[src/rtl/ahb_to_sram_ws.sv]
// AHB-Lite slave to synchronous SRAM bridge: posted single-entry writes with read merge,
// 0..3 read wait states, and two-cycle ERROR responses for illegal transfers.
module ahb_to_sram_ws #(
  parameter int unsigned     AW        = 16,
  parameter int unsigned     DW        = 32,
  parameter int unsigned     RD_WS     = 0,
  parameter longint unsigned MEM_BYTES = 64'd1 << AW
) (
  input  logic                      HCLK,
  input  logic                      HRESETn,
  input  logic                      HSEL,
  input  logic                      HREADY,
  input  logic [1:0]                HTRANS,
  input  logic [2:0]                HSIZE,
  input  logic                      HWRITE,
  input  logic [AW-1:0]             HADDR,
  input  logic [DW-1:0]             HWDATA,
  output logic                      HREADYOUT,
  output logic                      HRESP,
  output logic [DW-1:0]             HRDATA,
  input  logic [DW-1:0]             SRAMRDATA,
  output logic [AW-$clog2(DW/8)-1:0] SRAMADDR,
  output logic [DW/8-1:0]           SRAMWEN,
  output logic [DW-1:0]             SRAMWDATA,
  output logic                      SRAMCS
);
  localparam int unsigned NB = DW / 8;
  localparam int unsigned LB = $clog2(NB);
  localparam int unsigned WA = AW - LB;

  typedef enum logic [1:0] {IDLE, RDWAIT, ERR1, ERR2} state_t;
  state_t state, state_nxt;

  logic [1:0]    cnt, cnt_nxt;
  logic [WA-1:0] haddr_w, rd_addr, buf_addr;
  logic [NB-1:0] size_mask, lane_mask, buf_mask;
  logic [DW-1:0] buf_data;
  logic          wdp, pending, rd_hit;
  logic          acc, bad, misalign, good_rd, good_wr, retire;
  logic          unused_ok;

  assign unused_ok = &{1'b0, HTRANS[0]};
  assign haddr_w   = HADDR[AW-1:LB];

  always_comb begin
    misalign  = 1'b0;
    size_mask = '1;
    case (HSIZE)
      3'd0: size_mask = NB'(1);
      3'd1: begin size_mask = NB'(3);  misalign = HADDR[0];      end
      3'd2: begin size_mask = NB'(15); misalign = |HADDR[1:0];   end
      default: misalign = |HADDR[2:0];
    endcase
  end

  assign lane_mask = size_mask << HADDR[LB-1:0];
  assign bad       = (64'(HADDR) >= MEM_BYTES) | (HSIZE > 3'(LB)) | misalign;
  // Only IDLE and ERR2 end with HREADYOUT=1, so only they can own an address phase.
  assign acc       = HSEL & HREADY & HTRANS[1] & ((state == IDLE) | (state == ERR2));
  assign good_rd   = acc & ~bad & ~HWRITE;
  assign good_wr   = acc & ~bad & HWRITE;
  assign retire    = (wdp | pending) & ~good_rd & (state != RDWAIT);

  always_comb begin
    state_nxt = state;
    cnt_nxt   = cnt;
    case (state)
      IDLE, ERR2: begin
        state_nxt = IDLE;
        if (acc & bad) begin
          state_nxt = ERR1;
        end else if (good_rd && (RD_WS != 0)) begin
          state_nxt = RDWAIT;
          cnt_nxt   = 2'(RD_WS);
        end
      end
      RDWAIT: begin
        if (cnt == 2'd1) state_nxt = IDLE;
        else             cnt_nxt   = cnt - 2'd1;
      end
      ERR1:    state_nxt = ERR2;
      default: state_nxt = IDLE;
    endcase
  end

  assign HREADYOUT = ~((state == RDWAIT) | (state == ERR1));
  assign HRESP     = (state == ERR1) | (state == ERR2);

  always_comb begin
    SRAMCS   = 1'b0;
    SRAMADDR = buf_addr;
    SRAMWEN  = '0;
    if (good_rd) begin
      SRAMCS   = 1'b1;
      SRAMADDR = haddr_w;
    end else if (state == RDWAIT) begin
      SRAMCS   = 1'b1;
      SRAMADDR = rd_addr;
    end else if (retire) begin
      SRAMCS   = 1'b1;
      SRAMWEN  = buf_mask;
    end
  end

  assign SRAMWDATA = pending ? buf_data : HWDATA;

  always_comb begin
    HRDATA = SRAMRDATA;
    for (int unsigned i = 0; i < NB; i++)
      if (rd_hit & buf_mask[i]) HRDATA[8*i +: 8] = buf_data[8*i +: 8];
  end

  always_ff @(posedge HCLK or negedge HRESETn) begin
    if (!HRESETn) begin
      state    <= IDLE;
      cnt      <= '0;
      wdp      <= 1'b0;
      pending  <= 1'b0;
      rd_hit   <= 1'b0;
      rd_addr  <= '0;
      buf_addr <= '0;
      buf_mask <= '0;
      buf_data <= '0;
    end else begin
      state   <= state_nxt;
      cnt     <= cnt_nxt;
      wdp     <= good_wr;
      pending <= (wdp | pending) & ~retire;
      if (good_rd) begin
        rd_addr <= haddr_w;
        rd_hit  <= (haddr_w == buf_addr) & (wdp | pending);
      end
      if (good_wr) begin
        buf_addr <= haddr_w;
        buf_mask <= lane_mask;
      end
      if (wdp) begin
        for (int unsigned i = 0; i < NB; i++)
          if (buf_mask[i]) buf_data[8*i +: 8] <= HWDATA[8*i +: 8];
      end
    end
  end
endmodule

[config.mk]
export PLATFORM = sky130hd
export DESIGN_NAME = ahb_to_sram_ws
export DESIGN_NICKNAME = d
export VERILOG_FILES = /design/src/rtl/ahb_to_sram_ws.sv
export SDC_FILE = /design/constraint.sdc
export NUM_CORES = 1
export LEC_CHECK = 0
export ABC_CLOCK_PERIOD_IN_PS = 3500
export CORE_MARGIN = 2
export CORE_UTILIZATION = 46
export CTS_CLUSTER_DIAMETER = 30
export DETAILED_ROUTE_END_ITERATION = 7
export PLACE_DENSITY = 0.84
export SYNTH_ARGS = -nofsm -noshare
export SYNTH_HDL_FRONTEND = slang
export SYNTH_SLANG_ARGS = --single-unit
[constraint.sdc]
create_clock -name HCLK -period 3.5 [get_ports HCLK]
set_input_delay 0.7 -clock HCLK [delete_from_list [all_inputs] [get_ports HCLK]]
set_output_delay 0.7 -clock HCLK [all_outputs]
set_load 0.02 [all_outputs]
Yosys cells after proc, flatten, opt, wreduce, memory -nomap -nowiden:

Index checks and enable logic that the tools add are counted.

* register bits: 71
* bits in latches: 0
* RAM bits: 0
* memory bits (read-only): 0
* bits of input ports: 90
* output and inout bits: 85
* word-level logic and storage cells: 78
* memories: 0

* $add $sub $neg: 1
* $mul: 0
* divide/modulo/power cells: 0
* magnitude comparators: 1
* equality and inequality tests: 9
* shift operators: 1
* mux-type cells: 18
* bitwise logic cells: 26
* reductions and logical operators: 10

Operators by type and width (number)
* 32-bit 2-to-1 mux: 1
* 8-bit 2-to-1 mux: 4
* 14-bit 2-to-1 mux: 2
* 1-bit bitwise AND: 15
* 14-bit == test: 1
* 4-bit 2-to-1 mux: 3
* 2-bit AND reduction: 5
* 4-bit case mux with 2 select lines: 1
* 1-bit inverter: 6
* 2-bit case mux with 3 select lines: 1
* 1-bit OR: 5
* 2-bit by 1-bit == test with 1-bit output (second input constant): 2
* 2-bit == test (second input constant): 2
* 2-bit 2-to-1 mux: 2
* 2-bit OR reduction: 2
* 4-bit by 2-bit << shifter with 4-bit output: 1
* 3-bit by 1-bit == test with 1-bit output (second input constant): 1
* 3-bit by 2-bit == test with 1-bit output (second input constant): 1
* 3-bit by 2-bit greater-than comparator with 1-bit output (second input constant): 1
* 3-bit zero test: 1
* 1-bit 2-to-1 mux: 3
* 1-bit case mux with 3 select lines: 1
* 3-bit OR reduction: 1
* 2-bit zero test: 1
* other kinds (3): 3

Depth between registers and ports, before layout:

* depth after elaboration: 12
* gate-level depth with buffers: 8
* mapped depth without buffers: 6

Worst setup path before layout:

Ideal clock, no wire load.

* path kind: in2out
* from: input HSIZE[2]
* to: output SRAMADDR[10]
* arrival: 1896 ps
* required time: 2800 ps
* slack: 904 ps
* cell stages on the path: 4
* buffers on the path: 1
* cells stage by stage: nor4_4 > o211ai_1 > buf_2 > a21oi_1

* cells in the longest elaborated chain, start to end: 7
* elaborated cells between the ends (all ways): 10
* classes of those cells: 1 x order compare; 2 x eq/ne; 2 x mux; 4 x bitwise; 1 x reduce/logical

Ends and longest elaborated chain
* from (decl): line 14 `input logic [2:0] HSIZE,`
* 3-bit by 2-bit == test with 1-bit output, or another cell as far along: line 48 `case (HSIZE)`
* 1-bit case mux with 3 select lines: line 48
* 1-bit OR (*): line 57 `assign bad = (64'(HADDR) >= MEM_BYTES) | (HSIZE > 3'(LB)) | misalign;`
* 1-bit inverter (*): line 60 `assign good_rd = acc & ~bad & ~HWRITE;`
* 1-bit bitwise AND (*) (2 in a row): line 60
* 14-bit 2-to-1 mux (*): line 93 `if (good_rd) begin`
* to (decl): line 22 `output logic [AW-$clog2(DW/8)-1:0] SRAMADDR,`

Mark *: on every way between the ends. The rest lies on a longest branch, timed or not.

Worst setup path in the final report:

* from: input HADDR[0]
* to: output SRAMCS

* cells in the longest elaborated chain, start to end: 12
* elaborated cells between the ends (all ways): 13
* classes of those cells: 4 x mux; 7 x bitwise; 2 x reduce/logical

Ends and longest elaborated chain
* from (decl): line 16 `input logic [AW-1:0] HADDR,`
* 3-bit OR reduction / 2-bit OR reduction (equally long branches): line 52, 51
* 1-bit case mux with 3 select lines (*): line 48
* 1-bit OR (*): line 57
* 1-bit inverter (*): line 60
* 1-bit bitwise AND (*) (2 in a row): line 60
* 1-bit inverter: line 62 `assign retire = (wdp | pending) & ~good_rd & (state != RDWAIT);`
* 1-bit bitwise AND (2 in a row): line 62
* 1-bit 2-to-1 mux: line 99 `end else if (retire) begin`
* 1-bit 2-to-1 mux: line 96 `end else if (state == RDWAIT) begin`
* 1-bit 2-to-1 mux (*): line 93
* to (decl): line 25 `output logic SRAMCS`

Marked as above.

==> key figures <==
Logic synthesis
  • Yosys warnings: 0
  • Synthesized Nets: 450
  • FF+latch count, synth: 71
  • Synth cell types: 32
  • Seq/Total Area, Yosys: 0.436
  • Area contributors post-synth: dfrtp_1 (44%), mux2_2 (30%), nand2_1 (5.1%), mux2i_1 (3.7%), xor2_1 (3.0%)
  • Syn_area_per_cell: 11.4 µm²
  • Top FF cell, synth: dfrtp_1
  • Post-synthesis cell area: 4070 µm²
  • Top cells by count, synth: mux2_2 (109), dfrtp_1 (71), nand2_1 (55)
  • Count leader, synth: mux2_2
  • Post-Syn Instances: 356
  • Async set or reset register ratio after synthesis: 1.00
  • Area leader, netlist: dfrtp_1
  • EDFF count, synth: 0
  • Top cell type's share of synthesized area: 0.436

Setup path
  • Critical path required time: 2.80 ns
  • Crit path top cell by count: clkdlybuf4s50_1
  • Crit-path cells: clkdlybuf4s50_1 -> a211oi_4 -> o211a_1 -> buf_4 -> nor2_1 -> nand2_1 -> clkdlybuf4s50_1
  • Arrival time at the worst endpoint: 2.69 ns
  • CP endpoint kind: output pin
  • CP Launch Point: HADDR[0]
  • Worst path bufs/invs: 3
  • Critical path's slowest cell: clkdlybuf4s50_1
  • Critical path class: in2out
  • Max incr delay on CP: 0.63 ns
  • Reg-to-reg startpoint: state[0]$_DFFE_PN0N_
  • Cell family with most CP delay: buffers and inverters
  • CP max FO: 5
  • Worst setup SP type: input pin

Die
  • # IOs: 175
  • Die area: 9620 µm²
  • Chip height: 98.1 µm
  • Site row count: 34
  • Core area: 8640 µm²
  • Initial Util: 0.471
  • Die width: 98.1 µm

Place
  • Port buffer count: 173
  • Area of placed instances: 6000 µm²
  • DP HPWL: 7900 µm
  • Dpl cells: 640
  • Routability Congestion: 0.818

Clock tree
  • Clk slew on worst S/H paths: 0.08 ns
  • TritonCTS clock tree: built
  • Clk_lat worst skew: 0.34 ns
  • CTS Buf Count: 9
  • Worst-case clock buffer depth: 2
  • Root Buffer: clkbuf_8
  • H-tree Lvls: 3
  • TritonCTS Sinks: 71

Global routing
  • First-pass GRT wire length: 17000 µm
  • Initial antenna violation count: 0
  • Global route total overflow: 0
  • Vias in the first global route: 3531
  • GRT Resource Usage Total: 0.218
  • Largest net degree at the start of global routing: 72

Final layout
  • Antenna diodes: 0
  • Final Cell Area: 6250 µm²
  • Layout cells sized above 1: 0.276
  • Final Non-Filler Cells: 656
  • Final nets: 637
  • Synth-to-layout area growth: 53.4%

Route
  • Post-Route WL: 10600 µm
  • Initial DRC Count: 92
  • Antenna Nets Post-Route: 0
  • Vias after detailed routing: 3398
  • Pre-antenna DRT Iters: 4
  • DR vias/cell: 5.18
  • Post-route DRC: 0
  • Post-detailed-route wirelength per cell: 16.2 µm

Job
  • Total of max-cap violations: 0

Pwr
  • Final Total Pwr: 2.88 mW
  • Leak Pwr: 2.96 nW
  • Pwr Density: 460 nW/µm²
  • Peak supply drop: 0.339 mV

STA
  • Slew HR: 0.398
  • Worst-Margin Slew: 0.903 ns
  • Max-slew violation count: 0
  • Top achievable clock speed: 295 MHz
  • Post-route clock period utilization: 0.968
  • Final hold vios: 0
  • # setup viols final: 0
  • RSZ-0062 raised after global routing: false
  • Min Tclk post-route: 3.39 ns
  • Setup TNS: 0 ns
  • Final clock skew: 0.00826 ns

Run status
  • Status: finished, final reports clean

Hold path
  • Worst Hold Class: in2async
-- area by class of cell --
type,count,area [µm²]
fill,634,2390
multi-input combinational,265,2190
timing repair buffer,191,1920
sequential,71,1780
clock buffer,11,151
tap,108,135
clock inverter,5,56.3
inverter,5,18.8
-- per-layer routing --
| layer | track usage | wire [µm] |
|---|---|---|
| met5 | 0 | 0 |
| met1 | 0.261 | 4340 |
| met3 | 0.0372 | 515 |
| met2 | 0.393 | 5520 |
| met4 | 0.0748 | 235 |
-- cell usage in the layout, fill, tap and decap left out, types with 3 or more instances in the layout --
cell type / netlist / layout
nor4_1: 4 / 4
a21oi_1: 17 / 17
nor2_1: 20 / 20
mux2_2: 109 / 109
dfrtp_1: 71 / 71
mux2_4: 3 / 3
xor2_1: 14 / 14
clkbuf_8: 0 / 11
ha_1: 4 / 4
inv_1: 5 / 5
mux2i_1: 15 / 15
nand2_1: 55 / 55
and2_1: 4 / 4
dlymetal6s2s_1: 0 / 17
clkdlybuf4s50_1: 0 / 154
buf_4: 1 / 18
o21ai_0: 3 / 3
-- repair_timing --
item / CTS / global route
gates resized for setup: 1 / 17
setup endpoints to repair: 1 / 17
setup buffers: 0 / 0
hold buffers: 0 / 0
-- state kept, by name, summed over array words and instances, names as in the netlist --
register	flops
buf_data	32
buf_mask	4
state	2
rd_hit	1
pending	1
wdp	1
buf_addr	14
cnt	2
rd_addr	14
-- power by group --
group	switching, mW	total, mW	internal, mW
sequential	0.129	1.12	0.990
combinational	0.504	1.08	0.575
clock	0.311	0.677	0.367
total	0.943	2.88	1.93
-- through the flow --
step | utilization | setup slack [ns] | hold slack, ns
after floorplan | - | 0.904 | 0.404
final | 0.723 | 0.110 | 0.474
after detailed placement | 0.694 | 0.00185 | 0.460
after global routing | 0.723 | 0.0469 | 0.495
after global placement | 0.694 | 0.0360 | 0.449
after CTS | 0.718 | 0.000763 | 0.478
-- final timing paths --
| kind | to | slack, ns | depth (start not counted) |
|---|---|---|---|
| min in group HCLK | rd_addr[6]$_DFFE_PN0P_ | 0.47 | 2 |
| worst min register to register | rd_addr[6]$_DFFE_PN0P_ | 0.47 | 2 |
| worst min-delay path | buf_addr[4]$_DFFE_PN0P_ | 0.47 | 1 |
| worst max-delay path | SRAMCS | 0.11 | 7 |
| worst max register to register | buf_mask[1]$_DFFE_PN0P_ | 1.53 | 6 |
| max in group asynchronous | buf_data[31]$_DFFE_PN0P_ | 2.43 | 1 |
-- cell families (layout without fill, tap and decap cells) --
kind of cell    count (synthesis)  count (layout)  synth area share
mux                           127             127             0.349
simple gates                   91              91            0.0974
flops                          71              71             0.436
compound gates                 28              28            0.0464
buf+inv                        20             212            0.0258
xor+xnor                       15              15            0.0323
fa+ha+maj                       4               4            0.0123
(Power assumes the default switching activity.)
